**config.mk**
```make
export PLATFORM = sky130hd
export DESIGN_NAME = pll_dyn_cfg_ctrl
export DESIGN_NICKNAME = d
export VERILOG_FILES = /design/src/rtl/pll_cfg_pkg.sv /design/src/rtl/pll_lock_sync.sv /design/src/rtl/pll_dyn_cfg_ctrl.sv
export SDC_FILE = /design/constraint.sdc
export NUM_CORES = 1
export LEC_CHECK = 0
export CAP_MARGIN = 40
export CORE_UTILIZATION = 45
export CTS_CLUSTER_DIAMETER = 40
export DETAILED_ROUTE_END_ITERATION = 12
export GPL_TIMING_DRIVEN = 0
export PLACE_DENSITY = 0.8
export SLEW_MARGIN = 0
export SYNTH_ARGS = -nofsm -noshare
export SYNTH_HDL_FRONTEND = slang
export SYNTH_SLANG_ARGS = --single-unit
```
**constraint.sdc**
```tcl
create_clock -name clk -period 2.74 [get_ports clk]
set_input_delay 0.685 -clock clk [delete_from_list [all_inputs] [get_ports clk]]
set_output_delay 0.685 -clock clk [all_outputs]
set_load 0.05 [all_outputs]
```
**src/rtl/pll_cfg_pkg.sv**
```systemverilog
// pll_cfg_pkg: state encoding, bring-up defaults and field widths shared by the PLL config controller.
package pll_cfg_pkg;
    typedef enum logic [2:0] {S_RST, S_WAIT_LOCK, S_STABLE, S_RUN, S_FAIL} state_t;
    localparam int DIV_W_DEF = 10;
    localparam int PH_W_DEF  = 13;
    localparam int DEF_IDIV  = 2;
    localparam int DEF_FDIV  = 32;
    localparam int DEF_ODIV  = 100;
    localparam int DEF_DUTY  = 100;
    localparam int DEF_PHASE = 16;
endpackage

```
**src/rtl/pll_lock_sync.sv**
```systemverilog
// pll_lock_sync: two-flop synchroniser bringing the PLL's asynchronous lock into the controller clock domain.
module pll_lock_sync (
    input  logic clk,
    input  logic rst_n,
    input  logic i_async,
    output logic o_sync
);
    logic r_meta;
    always_ff @(posedge clk or negedge rst_n) begin
        if (!rst_n) {o_sync, r_meta} <= 2'b00;
        else        {o_sync, r_meta} <= {r_meta, i_async};
    end
endmodule

```
**src/rtl/pll_dyn_cfg_ctrl.sv**
```systemverilog
// pll_dyn_cfg_ctrl: holds the live PLL dynamic configuration and sequences reset, lock qualification and retries.
module pll_dyn_cfg_ctrl
    import pll_cfg_pkg::*;
#(
    parameter int RST_CYCLES   = 16,
    parameter int LOCK_TIMEOUT = 65535,
    parameter int LOCK_STABLE  = 8,
    parameter int MAX_RETRY    = 3,
    parameter int DIV_W        = DIV_W_DEF,
    parameter int PH_W         = PH_W_DEF
) (
    input  logic             clk,
    input  logic             rst_n,
    input  logic             cfg_req,
    output logic             cfg_ack,
    output logic             cfg_rej,
    input  logic [DIV_W-1:0] cfg_idiv,
    input  logic [DIV_W-1:0] cfg_fdiv,
    input  logic [DIV_W-1:0] cfg_odiv0,
    input  logic [DIV_W-1:0] cfg_odiv1,
    input  logic [DIV_W-1:0] cfg_duty0,
    input  logic [DIV_W-1:0] cfg_duty1,
    input  logic [PH_W-1:0]  cfg_phase0,
    input  logic [PH_W-1:0]  cfg_phase1,
    input  logic             pll_lock,
    output logic             pll_rst,
    output logic [DIV_W-1:0] dyn_idiv,
    output logic [DIV_W-1:0] dyn_fdiv,
    output logic [DIV_W-1:0] dyn_odiv0,
    output logic [DIV_W-1:0] dyn_odiv1,
    output logic [DIV_W-1:0] dyn_duty0,
    output logic [DIV_W-1:0] dyn_duty1,
    output logic [PH_W-1:0]  dyn_phase0,
    output logic [PH_W-1:0]  dyn_phase1,
    output logic             busy,
    output logic             done,
    output logic             err,
    output logic             lock_lost,
    output logic [1:0]       retry_cnt
);
    localparam int RW = $clog2(RST_CYCLES + 1);
    localparam int TW = $clog2(LOCK_TIMEOUT + 1);
    localparam int SW = $clog2(LOCK_STABLE + 1);

    state_t          r_state, w_state;
    logic [RW-1:0]   r_rst_cnt, w_rst_cnt;
    logic [TW-1:0]   r_tmr, w_tmr;
    logic [SW-1:0]   r_stab, w_stab;
    logic [1:0]      w_retry;
    logic            w_err, w_ack, w_rej, w_lost, w_lock_s, w_valid;

    pll_lock_sync u_sync (
        .clk     (clk),
        .rst_n   (rst_n),
        .i_async (pll_lock),
        .o_sync  (w_lock_s)
    );

    // phase offsets may legitimately be zero, so only dividers and duties gate acceptance
    assign w_valid = (cfg_idiv != '0) && (cfg_fdiv != '0) && (cfg_odiv0 != '0) &&
                     (cfg_odiv1 != '0) && (cfg_duty0 != '0) && (cfg_duty1 != '0);
    assign busy    = r_state != S_RUN;
    assign pll_rst = (r_state == S_RST) || (r_state == S_FAIL);

    always_comb begin
        w_state   = r_state;
        w_rst_cnt = r_rst_cnt;
        w_tmr     = r_tmr;
        w_stab    = r_stab;
        w_retry   = retry_cnt;
        w_err     = err;
        w_ack     = 1'b0;
        w_rej     = 1'b0;
        w_lost    = 1'b0;
        case (r_state)
            S_RST: begin
                w_rst_cnt = (r_rst_cnt == RW'(RST_CYCLES - 1)) ? '0 : r_rst_cnt + 1'b1;
                w_tmr     = (r_rst_cnt == RW'(RST_CYCLES - 1)) ? '0 : r_tmr;
                w_state   = (r_rst_cnt == RW'(RST_CYCLES - 1)) ? S_WAIT_LOCK : S_RST;
            end
            S_WAIT_LOCK: begin
                if (w_lock_s) begin
                    w_state = S_STABLE;
                    w_stab  = SW'(1);
                end else if (r_tmr == TW'(LOCK_TIMEOUT)) begin
                    w_state = (retry_cnt == 2'(MAX_RETRY)) ? S_FAIL : S_RST;
                    w_err   = retry_cnt == 2'(MAX_RETRY);
                    w_retry = (retry_cnt == 2'(MAX_RETRY)) ? retry_cnt : retry_cnt + 2'd1;
                end else begin
                    w_tmr = r_tmr + 1'b1;
                end
            end
            // the timeout timer keeps its value here so a flickering lock cannot extend the budget
            S_STABLE: begin
                w_state = !w_lock_s ? S_WAIT_LOCK : (r_stab >= SW'(LOCK_STABLE - 1)) ? S_RUN : S_STABLE;
                w_stab  = (w_lock_s && r_stab < SW'(LOCK_STABLE - 1)) ? r_stab + 1'b1 : r_stab;
            end
            S_RUN: begin
                if (cfg_req && w_valid) begin
                    w_ack   = 1'b1;
                    w_retry = '0;
                    w_state = S_RST;
                end else begin
                    w_rej   = cfg_req;
                    w_lost  = !w_lock_s;
                    w_retry = !w_lock_s ? '0 : retry_cnt;
                    w_state = !w_lock_s ? S_RST : S_RUN;
                end
            end
            S_FAIL: begin
                w_ack   = cfg_req && w_valid;
                w_rej   = cfg_req && !w_valid;
                w_err   = !w_ack;
                w_retry = w_ack ? '0 : retry_cnt;
                w_state = w_ack ? S_RST : S_FAIL;
            end
            default: w_state = S_RST;
        endcase
    end

    always_ff @(posedge clk or negedge rst_n) begin
        if (!rst_n) begin
            r_state    <= S_RST;
            r_rst_cnt  <= '0;
            r_tmr      <= '0;
            r_stab     <= '0;
            retry_cnt  <= '0;
            err        <= 1'b0;
            cfg_ack    <= 1'b0;
            cfg_rej    <= 1'b0;
            done       <= 1'b0;
            lock_lost  <= 1'b0;
            dyn_idiv   <= DIV_W'(DEF_IDIV);
            dyn_fdiv   <= DIV_W'(DEF_FDIV);
            dyn_odiv0  <= DIV_W'(DEF_ODIV);
            dyn_odiv1  <= DIV_W'(DEF_ODIV);
            dyn_duty0  <= DIV_W'(DEF_DUTY);
            dyn_duty1  <= DIV_W'(DEF_DUTY);
            dyn_phase0 <= PH_W'(DEF_PHASE);
            dyn_phase1 <= PH_W'(DEF_PHASE);
        end else begin
            r_state    <= w_state;
            r_rst_cnt  <= w_rst_cnt;
            r_tmr      <= w_tmr;
            r_stab     <= w_stab;
            retry_cnt  <= w_retry;
            err        <= w_err;
            cfg_ack    <= w_ack;
            cfg_rej    <= w_rej;
            done       <= (w_state == S_RUN) && (r_state == S_STABLE);
            lock_lost  <= w_lost;
            if (w_ack) begin
                dyn_idiv   <= cfg_idiv;
                dyn_fdiv   <= cfg_fdiv;
                dyn_odiv0  <= cfg_odiv0;
                dyn_odiv1  <= cfg_odiv1;
                dyn_duty0  <= cfg_duty0;
                dyn_duty1  <= cfg_duty1;
                dyn_phase0 <= cfg_phase0;
                dyn_phase1 <= cfg_phase1;
            end
        end
    end
endmodule

```
==> metrics <==
Rel. slew slack=57.1%; vias in the first global route=4431; TritonCTS Buffers=17; CTS tree=done; drt pass-1 iters=4; share of the synthesized area in the top cell type=50.2%; Final period util=97.9%; area leader, netlist=dfrtp_1; Worst-path clk slew=0.05 ns; Top FF cell, synth=dfrtp_1; post-synthesis instance area=5330 um^2; final setup vio count=0; Initial Util=46.5%; crit end category=flip-flop; Int Pwr=6290 uW; reg2reg end=dyn_fdiv[8]; Power Density=1350 nW/um^2; synthesis-to-layout area growth=50.8%; Comb power frac=48.8%; Hold/Removal Path Class=primary input to asynchronous set/reset pin; DRC errors left=0; measured slew at the worst slew-check pin=0.643 ns; CP max FO=10; CP Cell Sequence=clkdlybuf4s50_1 > or4_1 > o41ai_4 > nor4b_4 > buf_6 > buf_6 > mux2_4; Max VDD drop=0.975 mV; Synth Register Bits=123; HPWL Detailed=10400 um; yosys warns=0; Final Max Slew Viols=0; largest net degree at the start of global routing=70; I/O Pins=185; Seq/Total Area, Yosys=58.1%; Syn Area/Cell=13.8 um^2; Post-synth ARST share=100%; CORE AREA=11500 um^2; CP most frequent cell=buf_6; Worst Path Class, Setup=primary input to flip-flop; PortBufs=184; DR WL/cell=19.0 um; fin nets=686; LEAKAGE=0.00343 uW; CP required=3.03 ns; chip width=111 um; Syn Inst Count=387; Fillers=751; final hold viol count=0; Die H=111 um; final setup TNS=0 ns; H-tree depth=4; Total Die Area=12300 um^2; synth top area cells=dfrtp_1 (50%), mux2_2 (12%), mux2_4 (8.2%); status=completed; Post-synth EDFFs=0; Sw Share=42.0%; clock buffer depth=2; later-pin clock latency in the skew report=0.41 ns; sequential group share of total power=29.1%; row cnt=39; total grt overflow=0; utilization after layout=70.1%; design area=8040 um^2; layout cell share with drive strength beyond 1=25.0%; Worst EP arrival=2.97 ns; GRT Util Overall=24.6%; CP max stage delay=0.55 ns; Final Critical Period=2.68 ns; worst reg2reg path depth=5; initial drt markers=96; top flop regs=r_tmr x16, dyn_phase0 x13, dyn_phase1 x13; critical path startpoint category=primary input; switching component of the power=4560 uW; Post-Syn Nets=481; placed inst area=7390 um^2; multi-input logic area=2130 um^2; post-CTS setup repair buffer count=0; first-pass GRT wire length=23100 um; CTS Root Cell=clkbuf_16; Vias=3954; max FFs per register=16; Antenna diodes=0; post-route ant nets=0; Top reg by flops=r_tmr; initial antenna violation count=0; reg-to-reg setup timing slack=0.48 ns; CP max-delay cell=or4_1; Placer Congestion=0.798; Via density=5.29; f_max=0.373 GHz; Detailed Route WL=14200 um; Yosys cell types=43; max_cap viols=0; clock network fraction of total power=22.1%; reg-to-reg startpoint=r_state[2]; sequential cell area=3100 um^2; skew final=0.00624 ns; clock tree sinks=123
==> placed cells by master, fill, tap and decap left out, types with 2 or more instances in the layout <==
cell,n
nor3_1,6
clkdlybuf4s50_1,182
dfrtp_1,107
clkbuf_16,17
and3_1,2
o41ai_4,3
a31oi_1,4
nor4_1,14
bufinv_16,4
nor4b_1,3
nand2b_1,2
a21oi_1,3
buf_2,6
o21ai_0,9
or3_1,2
mux2_4,29
dfstp_2,16
or4_1,7
o22ai_1,2
clkinv_2,3
a211oi_1,2
nand3_1,9
inv_1,5
buf_6,5
mux2_2,59
and4_1,4
xnor2_1,12
clkbuf_8,5
mux2i_1,3
ha_1,4
clkbuf_1,7
o211ai_1,2
nor2_1,21
nand4_1,5
nand2_1,24
==> area by class of cell <==
type	instances	share of cell area, %
Buffer	15	1.17
Clock buffer	24	6.24
Clock inverter	7	1.68
Inverter	5	0.233
Multi-Input combinational cell	244	26.5
Sequential cell	123	38.5
Tap cell	143	2.23
Timing Repair Buffer	186	23.4
==> cells in the mapped netlist, types with 4 or more instances <==
cell type    n
dfrtp_1    107
mux2_2      59
mux2_4      29
nand2_1     24
nor2_1      21
dfstp_2     16
nor4_1      14
xnor2_1     12
nand3_1      9
o21ai_0      9
or4_1        7
buf_2        6
nor3_1       6
clkbuf_1     5
inv_1        5
nand4_1      5
a31oi_1      4
and4_1       4
buf_6        4
ha_1         4
==> routing by layer <==
layer  global-route usage (%)  vias up  routed length, um
li1                         -     1825                  -
met1                     26.9     1971               5340
met2                     41.9      132               7270
met3                     10.4       26               1200
met4                     9.87        0                342
met5                        0        -                  0
==> metrics by stage <==
stage	instances	power [uW]	setup slack, ns	hold WS [ns]
2_1_floorplan	387	6540	0.00921	0.331
5_1_grt	747	11200	-0.00233	0.338
3_3_place_gp	714	8320	-3.71	0.335
6_report	747	10800	0.0582	0.290
4_1_cts	747	10900	0.0511	0.304
3_5_place_dp	716	8440	-0.334	0.341
==> power by group through the flow <==
| stage | sequential [uW] | clock [uW] | combinational (uW) |
|---|---|---|---|
| 2_1_floorplan | 5440 | 0 | 1100 |
| 3_3_place_gp | 3100 | 0 | 5220 |
| 3_5_place_dp | 3140 | 0 | 5300 |
| 4_1_cts | 3150 | 2420 | 5330 |
| 5_1_grt | 3250 | 2500 | 5480 |
| 6_report | 3160 | 2400 | 5290 |
==> worst max-delay path: cells and delay by family <==
family,cells,cell delay (ns)
buf+inv,3,0.82
simple gates,2,0.69
mux,1,0.30
compound gates,1,0.48
==> what timing repair did <==
action                                  4_1_cts  5_1_grt
endpoints found under the setup margin        0       74
hold buffers                                  0        0
gates resized for setup                       0        2
==> worst max-delay path by stage <==
stage	startpoint	to	slack, ns
floorplan	r_state[0]	dyn_duty0[0]	0.009
global placement	rst_n	dyn_phase1[1]	-3.71
detailed placement	cfg_odiv0[7]	dyn_duty1[4]	-0.33
CTS	r_state[2]	busy	0.05
global route	cfg_odiv0[7]	dyn_phase0[10]	-0.002
finish	cfg_odiv0[9]	dyn_phase0[11]	0.06
==> logic make-up (layout without fill, tap and decap cells) <==
family / count (synthesis) / after routing / synth area share, %
flip-flops: 123 / 123 / 58.1
AND/OR/NAND/NOR: 105 / 105 / 10.6
multiplexers: 91 / 91 / 21.2
AO/OA/AOI/OAI: 31 / 31 / 4.88
buffers and inverters: 20 / 237 / 2.11
XOR/XNOR: 13 / 13 / 2.14
adder cells (fa/ha/maj): 4 / 4 / 0.939
(Power assumes the default switching activity.)
